==> src/rtl/action_input_pkg.sv <==
// rtl/action_input_pkg.sv - shared poker types, HID keycodes and width defaults
// Package poker_types:
//   action_t   - action code reported to the game FSM
//   state_t    - action_input controller states
//   KEY_*      - USB HID keycodes recognised by the controller
//   is_digit / key_digit - map HID digit keycodes (1..9, 0) to values
package poker_types;

    localparam int AMT_W_DEF = 10;

    typedef enum logic [2:0] {
        ACT_NONE  = 3'd0,
        ACT_FOLD  = 3'd1,
        ACT_CHECK = 3'd2,
        ACT_CALL  = 3'd3,
        ACT_BET   = 3'd4,
        ACT_RAISE = 3'd5
    } action_t;

    typedef enum logic [1:0] {
        ST_IDLE   = 2'd0,
        ST_MENU   = 2'd1,
        ST_AMOUNT = 2'd2,
        ST_ISSUE  = 2'd3
    } state_t;

    localparam logic [7:0] KEY_B     = 8'h05;
    localparam logic [7:0] KEY_C     = 8'h06;
    localparam logic [7:0] KEY_F     = 8'h09;
    localparam logic [7:0] KEY_R     = 8'h15;
    localparam logic [7:0] KEY_1     = 8'h1E;
    localparam logic [7:0] KEY_0     = 8'h27;
    localparam logic [7:0] KEY_ENTER = 8'h28;
    localparam logic [7:0] KEY_ESC   = 8'h29;
    localparam logic [7:0] KEY_BKSP  = 8'h2A;

    // HID orders digits 1..9 then 0, so 0x1E..0x27 is one contiguous range.
    function automatic logic is_digit(input logic [7:0] k);
        return (k >= KEY_1) && (k <= KEY_0);
    endfunction

    function automatic logic [3:0] key_digit(input logic [7:0] k);
        logic [7:0] v;
        v = (k == KEY_0) ? 8'd0 : (k - 8'h1D);
        return v[3:0];
    endfunction

endpackage

==> src/rtl/action_input_if.sv <==
// rtl/action_input_if.sv - action handshake between action_input and the game FSM
// Signals:
//   action       - action_t code
//   amount       - chips attached to the action
//   action_valid - action/amount stable and valid
//   action_ready - consumer accepts the action
// Modports: master (action_input drives), slave (game FSM side)
interface action_input_if import poker_types::*; #(
    parameter int AMT_W = AMT_W_DEF
);
    action_t            action;
    logic [AMT_W-1:0]   amount;
    logic               action_valid;
    logic               action_ready;

    modport master (output action, output amount, output action_valid, input action_ready);
    modport slave  (input action, input amount, input action_valid, output action_ready);
endinterface

==> src/rtl/action_input_key_edge.sv <==
// rtl/action_input_key_edge.sv - keyboard press detector (press-after-release)
// Ports:
//   Clk, Reset - clock, asynchronous active-high reset
//   keycode    - current HID keycode, 0 = no key
//   press      - one-cycle strobe on a fresh key press
//   code       - keycode that goes with press
module key_edge (
    input  logic       Clk,
    input  logic       Reset,
    input  logic [7:0] keycode,
    output logic       press,
    output logic [7:0] code
);
    logic [7:0] prev_q;

    always_ff @(posedge Clk or posedge Reset) begin
        if (Reset) prev_q <= 8'h00;
        else       prev_q <= keycode;
    end

    // Rolling from one key straight to another is not a press; the
    // keyboard has to go idle first.
    assign press = (keycode != 8'h00) && (keycode != prev_q) && (prev_q == 8'h00);
    assign code  = keycode;
endmodule

==> src/rtl/action_input.sv <==
// rtl/action_input.sv - keyboard-driven poker action selector
// Build option: ACTION_AMOUNT_EN compiles in typed bet/raise amount entry;
// without it B/R issue the minimum raise (capped at the stack) directly.
// Ports:
//   Clk, Reset   - clock, asynchronous active-high reset
//   keycode      - HID keycode, 0 = no key
//   player_turn  - local player may act
//   to_call      - chips to call, 0 = betting open
//   min_raise    - minimum legal bet/raise
//   stack        - player's remaining chips
//   if_BetCheck  - registered (to_call == 0): Bet/Check menu vs Raise/Call
//   entry_amt    - amount being typed
//   entry_on     - amount entry active
//   act          - action/amount/valid/ready handshake (master)
module action_input import poker_types::*; #(
    parameter int AMT_W = AMT_W_DEF
) (
    input  logic             Clk,
    input  logic             Reset,
    input  logic [7:0]       keycode,
    input  logic             player_turn,
    input  logic [AMT_W-1:0] to_call,
    input  logic [AMT_W-1:0] min_raise,
    input  logic [AMT_W-1:0] stack,
    output logic             if_BetCheck,
    output logic [AMT_W-1:0] entry_amt,
    output logic             entry_on,
    action_input_if.master   act
);
    state_t           state_q, state_d;
    action_t          action_q, action_d;
    logic [AMT_W-1:0] amount_q, amount_d;
    logic             valid_q, valid_d;
    logic             bet_check_q;
    logic             key_press;
    logic [7:0]       key_code;
    logic [AMT_W-1:0] call_amt;

    key_edge u_key_edge (
        .Clk     (Clk),
        .Reset   (Reset),
        .keycode (keycode),
        .press   (key_press),
        .code    (key_code)
    );

    assign call_amt = (to_call < stack) ? to_call : stack;

`ifdef ACTION_AMOUNT_EN
    logic [AMT_W-1:0] entry_amt_q, entry_amt_d;
    logic [1:0]       digits_q, digits_d;
    logic [AMT_W-1:0] entry_cap;

    assign entry_cap = (entry_amt_q < stack) ? entry_amt_q : stack;
    assign entry_amt = entry_amt_q;
    assign entry_on  = (state_q == ST_AMOUNT);

    always_ff @(posedge Clk or posedge Reset) begin
        if (Reset) begin
            entry_amt_q <= '0;
            digits_q    <= 2'd0;
        end else begin
            entry_amt_q <= entry_amt_d;
            digits_q    <= digits_d;
        end
    end
`else
    logic [AMT_W-1:0] raise_amt;

    assign raise_amt = (min_raise < stack) ? min_raise : stack;
    assign entry_amt = '0;
    assign entry_on  = 1'b0;
`endif

    always_ff @(posedge Clk or posedge Reset) begin
        if (Reset) begin
            state_q     <= ST_IDLE;
            action_q    <= ACT_NONE;
            amount_q    <= '0;
            valid_q     <= 1'b0;
            bet_check_q <= 1'b1;
        end else begin
            state_q     <= state_d;
            action_q    <= action_d;
            amount_q    <= amount_d;
            valid_q     <= valid_d;
            bet_check_q <= (to_call == '0);
        end
    end

    always_comb begin
        state_d  = state_q;
        action_d = action_q;
        amount_d = amount_q;
        valid_d  = valid_q;
`ifdef ACTION_AMOUNT_EN
        entry_amt_d = entry_amt_q;
        digits_d    = digits_q;
`endif
        case (state_q)
            ST_IDLE: begin
                if (player_turn) state_d = ST_MENU;
            end
            ST_MENU: begin
                if (!player_turn) begin
                    state_d = ST_IDLE;
                end else if (key_press) begin
                    case (key_code)
                        KEY_F: begin
                            state_d  = ST_ISSUE;
                            action_d = ACT_FOLD;
                            amount_d = '0;
                        end
                        KEY_C: begin
                            state_d = ST_ISSUE;
                            if (bet_check_q) begin
                                action_d = ACT_CHECK;
                                amount_d = '0;
                            end else begin
                                action_d = ACT_CALL;
                                amount_d = call_amt;
                            end
                        end
                        KEY_B, KEY_R: begin
                            // B only in the Bet menu, R only in the Raise menu.
                            if ((key_code == KEY_B) == bet_check_q) begin
`ifdef ACTION_AMOUNT_EN
                                state_d     = ST_AMOUNT;
                                entry_amt_d = '0;
                                digits_d    = 2'd0;
`else
                                state_d  = ST_ISSUE;
                                action_d = bet_check_q ? ACT_BET : ACT_RAISE;
                                amount_d = raise_amt;
`endif
                            end
                        end
                        default: ;
                    endcase
                end
            end
`ifdef ACTION_AMOUNT_EN
            ST_AMOUNT: begin
                if (!player_turn) begin
                    state_d     = ST_IDLE;
                    entry_amt_d = '0;
                    digits_d    = 2'd0;
                end else if (key_press) begin
                    if (is_digit(key_code)) begin
                        // Three digits cap the entry at 999.
                        if (digits_q != 2'd3) begin
                            entry_amt_d = AMT_W'(entry_amt_q * 10 + key_digit(key_code));
                            digits_d    = digits_q + 2'd1;
                        end
                    end else begin
                        case (key_code)
                            KEY_BKSP: begin
                                entry_amt_d = entry_amt_q / AMT_W'(10);
                                if (digits_q != 2'd0) digits_d = digits_q - 2'd1;
                            end
                            KEY_ESC: begin
                                state_d     = ST_MENU;
                                entry_amt_d = '0;
                                digits_d    = 2'd0;
                            end
                            KEY_ENTER: begin
                                // Short of the minimum is only legal as an all-in.
                                if ((entry_cap >= min_raise) || (entry_cap == stack)) begin
                                    state_d     = ST_ISSUE;
                                    action_d    = bet_check_q ? ACT_BET : ACT_RAISE;
                                    amount_d    = entry_cap;
                                    entry_amt_d = '0;
                                    digits_d    = 2'd0;
                                end
                            end
                            default: ;
                        endcase
                    end
                end
            end
`else
            ST_AMOUNT: state_d = ST_IDLE;
`endif
            ST_ISSUE: begin
                // valid rises one cycle after entry; action/amount were
                // loaded on the entry edge and stay put until accepted.
                valid_d = 1'b1;
                if (valid_q && act.action_ready) begin
                    state_d  = ST_IDLE;
                    valid_d  = 1'b0;
                    action_d = ACT_NONE;
                    amount_d = '0;
                end
            end
            default: state_d = ST_IDLE;
        endcase
    end

    assign if_BetCheck      = bet_check_q;
    assign act.action       = action_q;
    assign act.amount       = amount_q;
    assign act.action_valid = valid_q;
endmodule

==> src/flat_wrapper.sv <==
// flat-port wrapper written by rule: the top's interface ports become plain ports
module action_input_flat import poker_types::*;
#(
    parameter int AMT_W = AMT_W_DEF
)
  (Clk, Reset, keycode, player_turn, to_call, min_raise, stack, if_BetCheck, entry_amt, entry_on, act_action, act_amount, act_action_valid, act_action_ready);
  action_input_if #(.AMT_W(AMT_W)) act_i ();
  input  logic Clk;
  input  logic Reset;
  input  logic [7:0] keycode;
  input  logic player_turn;
  input  logic [AMT_W-1:0] to_call;
  input  logic [AMT_W-1:0] min_raise;
  input  logic [AMT_W-1:0] stack;
  output logic if_BetCheck;
  output logic [AMT_W-1:0] entry_amt;
  output logic entry_on;
  output wire logic [$bits(act_i.action)-1:0] act_action;
  output wire logic [$bits(act_i.amount)-1:0] act_amount;
  output wire logic [$bits(act_i.action_valid)-1:0] act_action_valid;
  input wire logic [$bits(act_i.action_ready)-1:0] act_action_ready;
  assign act_action = act_i.action;
  assign act_amount = act_i.amount;
  assign act_action_valid = act_i.action_valid;
  assign act_i.action_ready = act_action_ready;
  action_input #(.AMT_W(AMT_W)) u_core (.Clk(Clk), .Reset(Reset), .keycode(keycode), .player_turn(player_turn), .to_call(to_call), .min_raise(min_raise), .stack(stack), .if_BetCheck(if_BetCheck), .entry_amt(entry_amt), .entry_on(entry_on), .act(act_i));
endmodule
==> config.mk <==
export PLATFORM = sky130hd
export DESIGN_NAME = action_input_flat
export DESIGN_NICKNAME = d
export VERILOG_FILES = /design/src/rtl/action_input_pkg.sv /design/src/rtl/action_input_if.sv /design/src/rtl/action_input_key_edge.sv /design/src/rtl/action_input.sv /design/src/flat_wrapper.sv
export SDC_FILE = /design/constraint.sdc
export NUM_CORES = 1
export LEC_CHECK = 0
export BUFFER_PORTS_ARGS = -buffer_cell sky130_fd_sc_hd__buf_2
export CORE_MARGIN = 3
export CORE_UTILIZATION = 55
export DETAILED_ROUTE_END_ITERATION = 16
export GPL_TIMING_DRIVEN = 0
export PLACE_DENSITY = 0.95
export SYNTH_ARGS = -nofsm -noshare
export SYNTH_HDL_FRONTEND = slang
export SYNTH_SLANG_ARGS = --single-unit
==> constraint.sdc <==
create_clock -name Clk -period 4.72 [get_ports Clk]
set_input_delay 0.708 -clock Clk [delete_from_list [all_inputs] [get_ports Clk]]
set_output_delay 0.708 -clock Clk [all_outputs]
set_load 0.005 [all_outputs]
==> reports/results.txt, run 1 <==
Max-cap violations -> 0
Clk_skew -> 0.003811 ns
DRC viols -> 0
CP required -> 4.88 ns
Worst-Margin Slew -> 0.9978 ns
GPL Wtd Cong -> 0.8798
Reg2Reg Depth -> 7
# diodes -> 0
# IOs -> 68
Tot GR Track Use -> 0.2417
CTS H-Tree Depth -> 1
Largest net degree at the start of global routing -> 26
Number of I/O port buffers -> 56
Worst setup EP type -> flop
Die Footprint -> 4490 µm²
FFs w/ async S/R, synth -> 1.000
Routed via count -> 2039
Post-synthesis sequential area ratio -> 0.3062
Vias in the first global route -> 1915
Max-slew violations -> 0
# setup viols final -> 0
Initial antenna violation count -> 0
Worst-skew pair later-pin latency -> 0.28 ns
CP arrival -> 2.74 ns
LEAKAGE -> 0.001251 µW
EDFF count, synth -> 0
Post-Route WL -> 5249 µm
Fraction of layout cells with a size suffix above 1 -> 0.3051
Synth Instances -> 225
Yosys warnings -> 0
Clock root cell -> clkbuf_8
Post-route ant nets -> 0
Fin Setup TNS -> 0 ns
Grt total ovfl -> 0
DRT Pass-1 Iters -> 4
Outcome -> finished clean
Unrepaired setup endpoints after global routing -> no
Final hold vios -> 0
Die Ht -> 67.01 µm
Worst hold path class -> reg2reg
# nets final -> 356
Cts repair resizes -> 0
Core box area -> 3468 µm²
Hold path cells -> 2
Max Fclk -> 0.3883 GHz
Relative max-transition margin -> 0.3340
Num CTS Buffers -> 3
Clk buf depth -> 2
Tmin final -> 2.575 ns
TritonCTS clock tree -> yes
Hold buffers post-CTS -> 0
Fillers -> 291
Yosys reg bits -> 25
First-pass GRT wire length -> 8335 µm
1st-iter DRT viols -> 106
Max VDD drop -> 0.1133 mV
Effective utilization at floorplan -> 0.5902
Post-DR vias/cell -> 5.979
Detailed Place HPWL -> 4080 µm
WL per Instance -> 15.39 µm
Row cnt -> 21
Chip Width -> 67.01 µm
Crit-path max FO -> 10
CTS clk-pin slew, worst paths -> 0.09 ns
Post-CTS setup buffer count -> 0
Netlist cell types -> 51
Fin Hold WS -> 0.5059 ns
Clock Sinks -> 25
Post-synthesis average cell area -> 9.098 µm²
PwrDens -> 191.2 nW/µm²
Period utilization -> 0.5456
Synth Cell Area -> 2047 µm²
Top FF cell, synth -> dfrtp_1
Area Overhead vs Synth -> 20.54%
WS Path Type -> in2reg
Startpoint type of the worst setup path -> primary input
-- cell families (layout without fill, tap and decap cells) --
group,after synthesis,after routing,share of synthesized area
adder cells (fa/ha/maj),18,18,0.1100
buffers and inverters,33,93,0.08862
flip-flops,25,25,0.3062
XOR/XNOR,1,1,0.004280
AND/OR/NAND/NOR,82,82,0.2579
multiplexers,10,10,0.04890
other,1,11,0.001832
AO/OA/AOI/OAI,55,55,0.1822
-- worst paths after layout --
check	start	endpoint	slack, ns
min in group asynchronous	Reset	u_core.state_q[1]	0.65
worst min register to register	u_core.act.action[1]	u_core.act.action[1]	0.51
worst max register to register	u_core.if_BetCheck	u_core.act.amount[4]	2.73
worst max-delay path	stack[9]	u_core.act.amount[9]	2.14
worst min-delay path	u_core.act.action[1]	u_core.act.action[1]	0.51
max in group asynchronous	Reset	u_core.u_key_edge.prev_q[0]	3.46
-- final cells by class --
class,instances,area (µm²),area share
Tap cell,46,57.56,0.02333
Timing Repair Buffer,56,280.3,0.1136
Multi-Input combinational cell,177,1276,0.5172
Clock buffer,4,45.04,0.01826
Sequential cell,25,626.9,0.2541
Buffer,20,132.6,0.05375
Inverter,13,48.80,0.01978
-- report_power, final --
part,internal [µW],switching [µW],total [µW]
logic,50.7,66.5,117
registers,218,3.64,222
clock network,60.6,72.2,133
-- routing by layer --
layer  GRT usage  part of all wire  routed length, µm
met1      0.3014              0.40               2076
met2      0.4000              0.49               2546
met3     0.01686             0.085                447
met4      0.1519             0.034                178
met5           0                 0                  0
-- stage by stage --
step | worst slack [ns] | utilization | instance area, µm² | instances | power (µW)
CTS | 2.161 | 0.7114 | 2467 | 341 | 470.3
floorplan | 2.452 | - | 2085 | 235 | 297.7
finish | 2.145 | 0.7114 | 2467 | 341 | 471.7
detailed placement | 1.970 | 0.6984 | 2422 | 337 | 340.5
global placement | 2.062 | 0.6984 | 2422 | 337 | 335.2
global route | 1.980 | 0.7114 | 2467 | 341 | 490.2
-- cell usage after synthesis, types with 6 or more instances --
library cell,instances,area share
mux2i_1,10,0.049
a21oi_1,15,0.037
o21ai_1,10,0.024
nor2_1,6,0.011
dfrtp_1,24,0.29
a211oi_1,12,0.044
nor4b_1,10,0.043
nor3_1,10,0.024
buf_4,13,0.048
nand2_1,22,0.040
nand3_1,6,0.015
ha_1,18,0.11
inv_1,13,0.024
-- layout by cell type, fill, tap and decap left out, types with 2 or more instances in the layout --
cell / synthesis / layout
nor3_1: 10 / 10
nor4_4: 2 / 2
mux2i_1: 10 / 10
nand3_1: 6 / 6
ha_1: 18 / 18
nor4b_1: 10 / 10
o21ai_1: 10 / 10
clkbuf_1: 4 / 5
o21ai_0: 4 / 4
nand4_1: 4 / 4
a31o_2: 2 / 2
conb_1: 1 / 11
nand2_1: 22 / 22
buf_4: 13 / 13
or4_1: 3 / 3
inv_1: 13 / 13
nand2b_1: 2 / 2
a21oi_1: 15 / 15
buf_2: 1 / 57
a31oi_1: 2 / 2
or3_1: 2 / 2
dfrtp_1: 24 / 24
clkbuf_8: 0 / 3
nor2_1: 6 / 6
a211oi_1: 12 / 12
nor4_1: 2 / 2
nor3b_1: 2 / 2
-- sequential cells by signal (all words and copies together), names as in the netlist --
register and cells:
u_core.act.action 3, u_core.act.action_valid 1, u_core.act.amount 10, u_core.if_BetCheck 1, u_core.state_q 2, u_core.u_key_edge.prev_q 8
-- critical path, cell delays in order --
cell and delay, ns:
buf_2 0.11, inv_1 0.11, ha_1 0.26, a21oi_1 0.15, o21ai_0 0.14, a31oi_1 0.72
a211oi_1 0.20, nor3_1 0.23, o21ai_1 0.10
Note: power is estimated with default switching activity, not from simulation.
==> run 2, diff against run 1 <==
--- a/config.mk
+++ b/config.mk
@@ -7,10 +7,10 @@
 export LEC_CHECK = 0
 export BUFFER_PORTS_ARGS = -buffer_cell sky130_fd_sc_hd__buf_2
 export CORE_MARGIN = 3
-export CORE_UTILIZATION = 55
+export CORE_UTILIZATION = 51
 export DETAILED_ROUTE_END_ITERATION = 16
 export GPL_TIMING_DRIVEN = 0
-export PLACE_DENSITY = 0.95
+export PLACE_DENSITY = 0.9
 export SYNTH_ARGS = -nofsm -noshare
 export SYNTH_HDL_FRONTEND = slang
 export SYNTH_SLANG_ARGS = --single-unit
==> constraint.sdc (replaced) <==
create_clock -name Clk -period 2.42 [get_ports Clk]
set_input_delay 0.363 -clock Clk [delete_from_list [all_inputs] [get_ports Clk]]
set_output_delay 0.363 -clock Clk [all_outputs]
set_load 0.005 [all_outputs]
==> reports/results.txt, run 2 (synthesized netlist as in run 1, its figures left out) <==
Startpoint type of the worst setup path -> primary input (unchanged)
LEAKAGE -> 0.001251 µW (unchanged)
Crit-path max FO -> 10 (unchanged)
Fillers -> 328 (was 291)
M1 wire length -> 1959 µm (was 2076 µm)
Max Fclk -> 0.4628 GHz
Tmin final -> 2.161 ns
Number of I/O port buffers -> 56 (unchanged)
Worst hold path class -> in2reg (was reg2reg)
Routed met2 length -> 2402 µm (was 2546 µm)
Area of all sequential standard cells -> 626.9 µm² (unchanged)
Fin Setup TNS -> 0 ns (unchanged)
Worst-skew pair later-pin latency -> 0.27 ns (was 0.28 ns)
Core box area -> 3771 µm² (was 3468 µm²)
Highest metal used -> met4 (unchanged)
Layout Cells excl Fill -> 343 (was 341)
Worst setup EP type -> flop (unchanged)
Post-Route WL -> 4899 µm (was 5249 µm)
Die Ht -> 69.36 µm (was 67.01 µm)
DRT Pass-1 Iters -> 4 (unchanged)
Post-DR vias/cell -> 5.673 (was 5.979)
Num CTS Buffers -> 3 (unchanged)
First-pass GRT wire length -> 8197 µm (was 8335 µm)
Post-route ant nets -> 0 (unchanged)
Hold buffers post-CTS -> 0 (unchanged)
Relative max-transition margin -> 0.3730 (was 0.3340)
Die Footprint -> 4810 µm² (was 4490 µm²)
Max VDD drop -> 0.1740 mV (was 0.1133 mV)
Critical path's top delay family -> compound AO/OA/AOI/OAI gates (unchanged)
Clock root cell -> clkbuf_8 (unchanged)
Area Overhead vs Synth -> 20.66% (was 20.54%)
Post-CTS setup buffer count -> 0 (unchanged)
Unrepaired setup endpoints after global routing -> no (unchanged)
Initial antenna violation count -> 0 (unchanged)
CP bufs+invs -> 2 (unchanged)
Period utilization -> 0.8929
Row cnt -> 22 (was 21)
Largest net degree at the start of global routing -> 26 (unchanged)
DRC viols -> 0 (unchanged)
Crit-path cells -> buf_2 > inv_1 > ha_1 > a21oi_1 > o21ai_0 > a31oi_1 > a211oi_1 > nor3_1 > o21ai_1 (unchanged)
TritonCTS clock tree -> yes (unchanged)
Routed via count -> 1946 (was 2039)
CP required -> 2.57 ns (was 4.88 ns)
Fraction of layout cells with a size suffix above 1 -> 0.3051 (unchanged)
WL met3 -> 442 µm (was 447 µm)
CTS clk-pin slew, worst paths -> 0.08 ns (was 0.09 ns)
GPL Wtd Cong -> 0.8431 (was 0.8798)
Effective utilization at floorplan -> 0.5428 (was 0.5902)
Detailed Place HPWL -> 3923 µm (was 4080 µm)
Multi-input logic area -> 1276 µm² (unchanged)
DP Cell Count -> 339 (was 337)
Final hold vios -> 0 (unchanged)
# setup viols final -> 0 (unchanged)
Grt total ovfl -> 0 (unchanged)
WL per Instance -> 14.28 µm (was 15.39 µm)
Chip Width -> 69.36 µm (was 67.01 µm)
# diodes -> 0 (unchanged)
Outcome -> finished clean (unchanged)
Cts repair resizes -> 0 (unchanged)
1st-iter DRT viols -> 101 (was 106)
Max reg flops -> 10 (unchanged)
CP arrival -> 2.32 ns (was 2.74 ns)
Tot GR Track Use -> 0.2064 (was 0.2417)
# IOs -> 68 (unchanged)
Clk buf depth -> 2 (unchanged)
WS Path Type -> in2reg (unchanged)
Worst-Margin Slew -> 0.9395 ns (was 0.9978 ns)
Vias in the first global route -> 1853 (was 1915)
Clock Sinks -> 25 (unchanged)
Slowest cell delay on critical path -> 0.68 ns (was 0.72 ns)
Clk_skew -> 0.001396 ns (was 0.003811 ns)
Max-cap violations -> 0 (unchanged)
Max-slew violations -> 0 (unchanged)
CTS H-Tree Depth -> 1 (unchanged)
Highest-delay cell along the critical path -> a31oi_1 (unchanged)
# nets final -> 356 (unchanged)
Most common cell after layout, fill and taps aside -> buf_2 (unchanged)
Most frequent cells in the layout -> buf_2 (57), dfrtp_1 (24), nand2_1 (22) (unchanged)
PwrDens -> 367.1 nW/µm² (was 191.2 nW/µm²)
[run 2: cell counts in the layout (fill, tap and decap cells not counted)]
No cell type changed its count.
[run 2: worst reg2reg max path, stage by stage (launching register included)]
cell and delay, ns:
dfrtp_1 0.40, nor4_4 0.32, nand2_2 0.13, a2111oi_4 0.34, buf_4 0.24, a21oi_1 0.08
nor3_1 0.24, o21ai_1 0.10
[run 2: cell type report]
type | count | share of cell area
multi-input cells | 177 | 0.5167
flip-flops and latches | 25 | 0.2538
repair buffers | 56 | 0.1135
plain buffers | 20 | 0.05370
well taps | 48 | 0.02432
inverters | 13 | 0.01976
clock buffers | 4 | 0.01824
[run 2: routing by layer]
layer	global-route usage	up-vias
met3	0.03043	9
met4	0.08677	0
li1	-	952
met1	0.2663	886
met5	0	-
met2	0.3432	99
[run 2: worst paths after layout]
| path | from | to | slack [ns] | cells after the start |
|---|---|---|---|---|
| worst max register to register | u_core.u_key_edge.prev_q[0] | u_core.act.amount[5] | 0.45 | 7 |
| max in group asynchronous | Reset | u_core.act.action[2] | 1.56 | 2 |
| min in group asynchronous | Reset | u_core.state_q[1] | 0.29 | 2 |
| worst min-delay path | keycode[3] | u_core.u_key_edge.prev_q[3] | 0.24 | 1 |
| worst max-delay path | stack[9] | u_core.act.amount[5] | 0.26 | 9 |
| worst min register to register | u_core.act.action[1] | u_core.act.action[1] | 0.51 | 2 |
[run 2: through the flow]
stage	area [µm²]	power (µW)	setup WS [ns]	util	hold WS, ns
final	2470	906.7	0.2592	0.6549	0.2372
after global routing	2470	955.4	0.02026	0.6549	0.2369
after CTS	2470	910.2	0.3160	0.6549	0.2315
after detailed placement	2425	661.5	0.02158	0.6430	0.4917
after global placement	2425	654.7	0.08568	0.6430	0.4857
after floorplan	2085	580.6	0.4970	-	0.3896
[run 2: power by group]
part	total, µW	leakage (µW)	internal [µW]	switching [µW]
logic	223	0.000909	98.5	125
clock network	251	0.0000228	118	133
registers	432	0.000320	425	6.97
